--- config.mk ---
export PLATFORM = sky130hd
export DESIGN_NAME = load_store_unit_flat
export DESIGN_NICKNAME = d
export VERILOG_FILES = /design/src/rtl/load_store_unit_pkg.sv /design/src/rtl/load_store_unit_if.sv /design/src/rtl/load_store_unit_align.sv /design/src/rtl/load_store_unit.sv /design/src/flat_wrapper.sv
export SDC_FILE = /design/constraint.sdc
export NUM_CORES = 1
export LEC_CHECK = 0
export BUFFER_PORTS_ARGS = -buffer_cell sky130_fd_sc_hd__buf_2
export CAP_MARGIN = 20
export CORE_ASPECT_RATIO = 1.75
export CORE_MARGIN = 2
export CORE_UTILIZATION = 43
export DETAILED_ROUTE_END_ITERATION = 6
export GPL_ROUTABILITY_DRIVEN = 0
export PLACE_DENSITY = 0.82
export SYNTH_ARGS = -nofsm -noshare
export SYNTH_HDL_FRONTEND = slang
export SYNTH_SLANG_ARGS = --single-unit
--- constraint.sdc ---
create_clock -name clk -period 2.6 [get_ports clk]
set_input_delay 0.78 -clock clk [delete_from_list [all_inputs] [get_ports clk]]
set_output_delay 0.78 -clock clk [all_outputs]
set_load 0.01 [all_outputs]
--- src/rtl/load_store_unit_pkg.sv ---
// Shared types and constants for the load/store unit: funct3 encodings,
// FSM states and byte-lane geometry.
package lsu_pkg;

  localparam int XLEN_C    = 32;
  localparam int BYTE_W    = 8;
  localparam int HALF_W    = 16;
  localparam int NUM_LANES = XLEN_C / BYTE_W;

  typedef enum logic [2:0] {
    LB  = 3'b000,
    LH  = 3'b001,
    LW  = 3'b010,
    LBU = 3'b100,
    LHU = 3'b101
  } load_f3_e;

  typedef enum logic [2:0] {
    SB = 3'b000,
    SH = 3'b001,
    SW = 3'b010
  } store_f3_e;

  typedef enum logic [1:0] {
    IDLE = 2'd0,
    RESP = 2'd1,
    HOLD = 2'd2
  } lsu_state_e;

  function automatic logic f3_legal(input logic store, input logic [2:0] f3);
    logic ok;
    ok = 1'b0;
    if (store) begin
      ok = (f3 == SB) || (f3 == SH) || (f3 == SW);
    end else begin
      ok = (f3 == LB) || (f3 == LH) || (f3 == LW) || (f3 == LBU) || (f3 == LHU);
    end
    return ok;
  endfunction

endpackage

--- src/rtl/load_store_unit_if.sv ---
// Core request/response handshake plus data-RAM port of the load/store unit.
// slave = LSU side, master = core/RAM side.
interface load_store_unit_if #(parameter int XLEN = 32);

  logic            req_valid;
  logic            req_ready;
  logic            req_store;
  logic [2:0]      req_funct3;
  logic [XLEN-1:0] req_addr;
  logic [XLEN-1:0] req_wdata;
  logic            rsp_valid;
  logic            rsp_ready;
  logic [XLEN-1:0] rsp_rdata;
  logic            rsp_err;
  logic [3:0]      mem_we;
  logic [XLEN-1:0] mem_addr;
  logic [XLEN-1:0] mem_wdata;
  logic [XLEN-1:0] mem_rdata;

  modport slave (
    input  req_valid, req_store, req_funct3, req_addr, req_wdata, rsp_ready, mem_rdata,
    output req_ready, rsp_valid, rsp_rdata, rsp_err, mem_we, mem_addr, mem_wdata
  );

  modport master (
    output req_valid, req_store, req_funct3, req_addr, req_wdata, rsp_ready, mem_rdata,
    input  req_ready, rsp_valid, rsp_rdata, rsp_err, mem_we, mem_addr, mem_wdata
  );

endinterface

--- src/rtl/load_store_unit_align.sv ---
// load_align: picks the addressed byte/halfword lane out of a RAM word and
// sign- or zero-extends it according to the load funct3.
module load_align
  import lsu_pkg::*;
#(
  parameter int XLEN = 32
) (
  input  logic [XLEN-1:0] rdata_i,
  input  logic [2:0]      funct3_i,
  input  logic [1:0]      offset_i,
  output logic [XLEN-1:0] data_o
);

  logic [BYTE_W-1:0] byteSel;
  logic [HALF_W-1:0] halfSel;

  always_comb begin
    byteSel = rdata_i[int'(offset_i) * BYTE_W +: BYTE_W];
    halfSel = rdata_i[int'(offset_i[1]) * HALF_W +: HALF_W];
    data_o  = '0;
    case (funct3_i)
      LB:      data_o = {{(XLEN-BYTE_W){byteSel[BYTE_W-1]}}, byteSel};
      LBU:     data_o = {{(XLEN-BYTE_W){1'b0}}, byteSel};
      LH:      data_o = {{(XLEN-HALF_W){halfSel[HALF_W-1]}}, halfSel};
      LHU:     data_o = {{(XLEN-HALF_W){1'b0}}, halfSel};
      LW:      data_o = rdata_i;
      default: data_o = '0;
    endcase
  end

endmodule

--- src/rtl/load_store_unit.sv ---
// RV32I load/store unit: single-cycle RAM access with a 1-deep response stage.
// Define LSU_MISALIGN_TRAP_EN to report misaligned half/word accesses as errors.
module load_store_unit
  import lsu_pkg::*;
#(
  parameter int XLEN = 32
) (
  input  logic              clk,
  input  logic              rst,
  load_store_unit_if.slave  bus
);

  lsu_state_e      state_q, state_d;
  logic [2:0]      f3_q;
  logic [1:0]      off_q;
  logic            err_q;
  logic            store_q;
  logic [XLEN-1:0] holdData_q;
  logic            holdErr_q;

  logic            accept;
  logic            legal;
  logic            misalign;
  logic            errNow;
  logic [1:0]      offEff;
  logic [XLEN-1:0] fmtData;
  logic [XLEN-1:0] respData;

  // Decode the incoming access; funct3[1:0] encodes size for every legal op.
  always_comb begin
    legal    = f3_legal(bus.req_store, bus.req_funct3);
    misalign = ((bus.req_funct3[1:0] == 2'b01) && bus.req_addr[0]) ||
               ((bus.req_funct3[1:0] == 2'b10) && (bus.req_addr[1:0] != 2'b00));
`ifdef LSU_MISALIGN_TRAP_EN
    errNow = !legal || misalign;
    offEff = bus.req_addr[1:0];
`else
    errNow = !legal;
    offEff = bus.req_addr[1:0];
    if (bus.req_funct3[1:0] == 2'b01) offEff = {bus.req_addr[1], 1'b0};
    else if (bus.req_funct3[1:0] == 2'b10) offEff = 2'b00;
`endif
  end

  assign accept        = bus.req_valid && bus.req_ready;
  assign bus.req_ready = (state_q == IDLE) || ((state_q == RESP) && bus.rsp_ready);
  assign bus.mem_addr  = bus.req_addr;

  always_comb begin
    bus.mem_we    = 4'b0000;
    bus.mem_wdata = bus.req_wdata;
    case (bus.req_funct3[1:0])
      2'b00:   bus.mem_wdata = {NUM_LANES{bus.req_wdata[BYTE_W-1:0]}};
      2'b01:   bus.mem_wdata = {(NUM_LANES/2){bus.req_wdata[HALF_W-1:0]}};
      default: bus.mem_wdata = bus.req_wdata;
    endcase
    if (!rst && accept && bus.req_store && !errNow) begin
      case (bus.req_funct3[1:0])
        2'b00:   bus.mem_we = 4'b0001 << offEff;
        2'b01:   bus.mem_we = 4'b0011 << offEff;
        default: bus.mem_we = 4'b1111;
      endcase
    end
  end

  load_align #(.XLEN(XLEN)) u_align (
    .rdata_i  (bus.mem_rdata),
    .funct3_i (f3_q),
    .offset_i (off_q),
    .data_o   (fmtData)
  );

  assign respData = (err_q || store_q) ? '0 : fmtData;

  always_comb begin
    state_d = state_q;
    case (state_q)
      IDLE: if (accept) state_d = RESP;
      RESP: begin
        if (!bus.rsp_ready) state_d = HOLD;
        else if (accept)    state_d = RESP;
        else                state_d = IDLE;
      end
      HOLD: if (bus.rsp_ready) state_d = IDLE;
      default: state_d = IDLE;
    endcase
  end

  always_comb begin
    bus.rsp_valid = (state_q != IDLE);
    bus.rsp_rdata = '0;
    bus.rsp_err   = 1'b0;
    if (state_q == RESP) begin
      bus.rsp_rdata = respData;
      bus.rsp_err   = err_q;
    end else if (state_q == HOLD) begin
      bus.rsp_rdata = holdData_q;
      bus.rsp_err   = holdErr_q;
    end
  end

  // The RAM only presents the read word for one cycle, so a stalled
  // response has to be frozen here before leaving RESP.
  always_ff @(posedge clk or posedge rst) begin
    if (rst) begin
      state_q    <= IDLE;
      f3_q       <= '0;
      off_q      <= '0;
      err_q      <= 1'b0;
      store_q    <= 1'b0;
      holdData_q <= '0;
      holdErr_q  <= 1'b0;
    end else begin
      state_q <= state_d;
      if (accept) begin
        f3_q    <= bus.req_funct3;
        off_q   <= offEff;
        err_q   <= errNow;
        store_q <= bus.req_store;
      end
      if ((state_q == RESP) && !bus.rsp_ready) begin
        holdData_q <= respData;
        holdErr_q  <= err_q;
      end
    end
  end

endmodule

--- src/flat_wrapper.sv ---
// flat-port wrapper written by rule: the top's interface ports become plain ports
module load_store_unit_flat import lsu_pkg::*;
#(
  parameter int XLEN = 32
)
  (clk, rst, bus_req_valid, bus_req_store, bus_req_funct3, bus_req_addr, bus_req_wdata, bus_rsp_ready, bus_mem_rdata, bus_req_ready, bus_rsp_valid, bus_rsp_rdata, bus_rsp_err, bus_mem_we, bus_mem_addr, bus_mem_wdata);
  load_store_unit_if #(.XLEN(XLEN)) bus_i ();
  input  logic clk;
  input  logic rst;
  input wire logic [$bits(bus_i.req_valid)-1:0] bus_req_valid;
  input wire logic [$bits(bus_i.req_store)-1:0] bus_req_store;
  input wire logic [$bits(bus_i.req_funct3)-1:0] bus_req_funct3;
  input wire logic [$bits(bus_i.req_addr)-1:0] bus_req_addr;
  input wire logic [$bits(bus_i.req_wdata)-1:0] bus_req_wdata;
  input wire logic [$bits(bus_i.rsp_ready)-1:0] bus_rsp_ready;
  input wire logic [$bits(bus_i.mem_rdata)-1:0] bus_mem_rdata;
  output wire logic [$bits(bus_i.req_ready)-1:0] bus_req_ready;
  output wire logic [$bits(bus_i.rsp_valid)-1:0] bus_rsp_valid;
  output wire logic [$bits(bus_i.rsp_rdata)-1:0] bus_rsp_rdata;
  output wire logic [$bits(bus_i.rsp_err)-1:0] bus_rsp_err;
  output wire logic [$bits(bus_i.mem_we)-1:0] bus_mem_we;
  output wire logic [$bits(bus_i.mem_addr)-1:0] bus_mem_addr;
  output wire logic [$bits(bus_i.mem_wdata)-1:0] bus_mem_wdata;
  assign bus_i.req_valid = bus_req_valid;
  assign bus_i.req_store = bus_req_store;
  assign bus_i.req_funct3 = bus_req_funct3;
  assign bus_i.req_addr = bus_req_addr;
  assign bus_i.req_wdata = bus_req_wdata;
  assign bus_i.rsp_ready = bus_rsp_ready;
  assign bus_i.mem_rdata = bus_mem_rdata;
  assign bus_req_ready = bus_i.req_ready;
  assign bus_rsp_valid = bus_i.rsp_valid;
  assign bus_rsp_rdata = bus_i.rsp_rdata;
  assign bus_rsp_err = bus_i.rsp_err;
  assign bus_mem_we = bus_i.mem_we;
  assign bus_mem_addr = bus_i.mem_addr;
  assign bus_mem_wdata = bus_i.mem_wdata;
  load_store_unit #(.XLEN(XLEN)) u_core (.clk(clk), .rst(rst), .bus(bus_i));
endmodule
==> results.rst <==
.. list-table::
   :header-rows: 1

   * - Metric
     - Value
   * - Number of unique standard cell types used by synthesis
     - 38
   * - CP top delay family
     - compound AO/OA/AOI/OAI gates
   * - Number of flops mapped to enable cells by yosys
     - 0
   * - Worst Slack Setup Final
     - -0.247 ns
   * - Num CTS Buffers
     - 5
   * - Antenna violations before repair
     - 2
   * - Final clock skew
     - 0.00549 ns
   * - CP Buf/Inv Count
     - 2
   * - Setup violations, final
     - 31
   * - Fmax
     - 351 MHz
   * - First-pass GRT wire length
     - 18800 um
   * - Std cell rows
     - 41
   * - Area overhead of the layout relative to synthesis
     - 58.1%
   * - Overall global routing resource usage
     - 32.3%
   * - Number of search-and-repair iterations in the first detailed-routing pass
     - 6
   * - Portion of synthesized cell area occupied by the leading cell type
     - 33.5%
   * - Die area
     - 8010 um^2
   * - Number of instances in the synthesized netlist
     - 375
   * - Synthesized-area fraction occupied by adder cells
     - 0%
   * - Synthesis warning total
     - 0
   * - Outcome
     - finished, violations left
   * - Leakage power of the design
     - 2.48 nW
   * - Count of nets left with antenna violations after detail routing
     - 0
   * - Post-synthesis area per instance
     - 8.36 um^2
   * - Total number of nets in the final design
     - 649
   * - Ports
     - 207
   * - Total cell area at the placement stage
     - 3980 um^2
   * - Initial core utilization
     - 44.0%
   * - Power density over cell area
     - 600 nW/um^2
   * - Max-cap check violation count
     - 0
   * - Share of the synthesized area in compound gates (AO/OA/AOI/OAI)
     - 23.1%
   * - Met2 Resource Use GR
     - 53.6%
   * - Required time at the endpoint of the critical path
     - 1.82 ns
   * - Maximum number of pins on one net before global-route repair
     - 43
   * - Minimum clock period after layout
     - 2.85 ns
   * - Depth of the CTS H-tree
     - 2
   * - Final Non-Filler Cells
     - 634
   * - Min Hold Slack
     - 0.489 ns
   * - Xor and xnor fraction of the mapped netlist area
     - 0%
   * - Area of the core
     - 7130 um^2
   * - Detailed-route via count
     - 3889
   * - Main combinational cell family by area after synthesis
     - compound AO/OA/AOI/OAI gates
   * - CTS hold repair buffers
     - 0
   * - Vias in the first global route
     - 3620
   * - Clock-pin slew on the worst setup and hold paths
     - 0.06 ns
   * - Pre-CTS setup slack
     - -0.332 ns
   * - Post-synthesis simple-gate area fraction
     - 17.2%
   * - Critical path's slowest cell
     - a222oi_1
   * - Syn nets
     - 479
   * - Share of flip-flops with an asynchronous set or reset
     - 100%
   * - DP Wirelength
     - 9040 um
   * - Routed WL
     - 13800 um
   * - Vertical extent of the die
     - 117 um
   * - Path category of the worst min-delay check
     - flip-flop to flip-flop
   * - WL per Instance
     - 21.8 um
   * - Final Hold Violating Endpoints
     - 0
   * - IR Drop Worst-Case VDD
     - 296 uV
   * - Power after layout
     - 2.97 mW
   * - Mux contribution to synthesized area
     - 12.5%
   * - Proportion of layout cells with a drive suffix above 1
     - 59.3%
   * - Part of the cycle the worst path needs
     - 109%
   * - Buffer levels on the longest clock path
     - 2
   * - Proportion of synthesized chip area in sequential cells
     - 33.5%
   * - Highest fanout seen on the critical path
     - 6
   * - Most used routing layer
     - met2
   * - Total negative slack for setup checks
     - -3.96 ns
   * - Critical Path Start Type
     - flip-flop
   * - Dominant cell type by area after synthesis
     - dfrtp_1
   * - Number of cells after detailed placement
     - 595
   * - Iteration-0 DRC count of the detailed router
     - 765
   * - Gr ovfl total
     - 0
   * - Most frequent cells after synthesis
     - nand2_1 (83), dfrtp_1 (42), buf_4 (40), o21ai_0 (38), a22oi_1 (32)
   * - Post-route DRC violation count
     - 0
   * - Tightest Pin Transition
     - 0.587 ns
   * - CP arrival
     - 2.07 ns
   * - Crit. End Element
     - output port
   * - Headroom to the max-slew limit
     - 60.8%
   * - Core utilization of the finished layout
     - 69.5%
   * - Top cells by area in the synthesized netlist
     - dfrtp_1 (34%), nand2_1 (9.9%), buf_4 (9.6%)
   * - Insertion delay of the later-clocked pin in the worst-skew pair
     - 0.29 ns
   * - Root buffer cell
     - clkbuf_16
   * - PortBufs
     - 146
   * - Ys flop type
     - dfrtp_1
   * - Delay contributed by the slowest stage of the critical path
     - 0.46 ns
   * - Post-synthesis cell area
     - 3130 um^2
   * - Vias per inst
     - 6.13
   * - Cell with the most instances after synthesis
     - nand2_1
   * - Setup repair after global routing missed its margin
     - true
   * - Final design area excluding fillers
     - 4950 um^2
   * - CTS tree
     - yes
   * - Clock sinks
     - 42
   * - Violations in the final reports
     - setup timing
   * - GR met1 Demand/Resource
     - 35.6%
   * - Flip-flop and latch count after synthesis
     - 42
   * - CP Cell Sequence
     - buf_6 -> mux2_2 -> a222oi_1 -> o21ai_1 -> buf_2
   * - GR Layer Usage met3
     - 7.17%
   * - Category of the most critical setup path
     - flip-flop to output port
   * - Die width
     - 68.5 um
   * - Final-report max-slew violation count
     - 0
[power by group]
| group | total, mW | internal [mW] | switching [mW] | leakage [nW] |
|---|---|---|---|---|
| Clock | 0.680 | 0.434 | 0.246 | 0.0832 |
| Sequential | 0.929 | 0.811 | 0.118 | 0.546 |
| Combinational | 1.36 | 0.675 | 0.688 | 1.85 |
[kinds of logic after synthesis]
kind of cell	after synthesis
AND/OR/NAND/NOR	121
AO/OA/AOI/OAI	107
buffers and inverters	70
flip-flops	42
multiplexers	35
[worst min-delay path, stage by stage, from the launching register on]
cell and delay [ns]:
dfrtp_1 0.34, nand2_1 0.04, o21ai_0 0.07
[sequential cells by signal (all words and copies together) (netlist names)]
| signal | count |
|---|---|
| u_core.err_q | 1 |
| u_core.state_q | 2 |
| u_core.off_q | 2 |
| u_core.store_q | 1 |
| u_core.holdErr_q | 1 |
| u_core.f3_q | 3 |
| u_core.holdData_q | 32 |
[cell usage in the layout (no fill, tap or decap), types with 4 or more instances in the layout]
cell | synthesis | routed
a211oi_1 | 8 | 8
a21oi_1 | 6 | 6
a221oi_2 | 0 | 8
a222oi_1 | 7 | 7
a22oi_1 | 32 | 17
a22oi_2 | 0 | 15
buf_2 | 5 | 126
buf_4 | 40 | 61
buf_6 | 1 | 34
clkbuf_16 | 0 | 6
dfrtp_1 | 42 | 38
dfrtp_2 | 0 | 4
inv_1 | 8 | 7
mux2_2 | 23 | 21
mux2i_1 | 11 | 8
nand2_1 | 83 | 66
nand2_4 | 0 | 15
nor2_1 | 18 | 15
o21ai_0 | 38 | 22
o21ai_1 | 0 | 14
[area by class of cell]
class / instances / area (um^2)
inverter: 8 / 30.0
fill: 466 / 2180
antenna: 2 / 5.00
clock buffer: 8 / 166
multi-input combinational: 263 / 2030
timing repair buffer: 225 / 1560
sequential: 42 / 1060
tap: 86 / 108
[metal layers]
layer | up-vias | part of all wire (%)
met2 | 326 | 48
met3 | 83 | 11
met4 | 4 | 6.4
met1 | 1814 | 34
li1 | 1662 | -
met5 | - | 0.17
[repair_timing]
item                                   in CTS  in global routing
setup endpoints to repair                  32                 33
gates cloned                                2                  1
endpoints found under the hold margin       0                  0
gates resized for setup                    66                 70
pin swaps                                  33                 29
buffers inserted                           15                 13
[worst paths after layout]
check	startpoint	slack [ns]	cells past startpoint	endpoint
setup reg to reg	u_core.off_q[1]$_DFFE_PP0N_	0.53	6	u_core.holdData_q[13]$_DFFE_PP0P_
min in group asynchronous	rst	0.68	3	u_core.holdData_q[13]$_DFFE_PP0P_
max in group asynchronous	rst	1.49	3	u_core.f3_q[0]$_DFFE_PP0N_
hold / removal	u_core.holdData_q[3]$_DFFE_PP0P_	0.49	2	u_core.holdData_q[3]$_DFFE_PP0P_
setup / recovery	u_core.off_q[1]$_DFFE_PP0N_	-0.25	5	bus_rsp_rdata[2]
hold reg to reg	u_core.holdData_q[3]$_DFFE_PP0P_	0.49	2	u_core.holdData_q[3]$_DFFE_PP0P_
(Power assumes the default switching activity.)
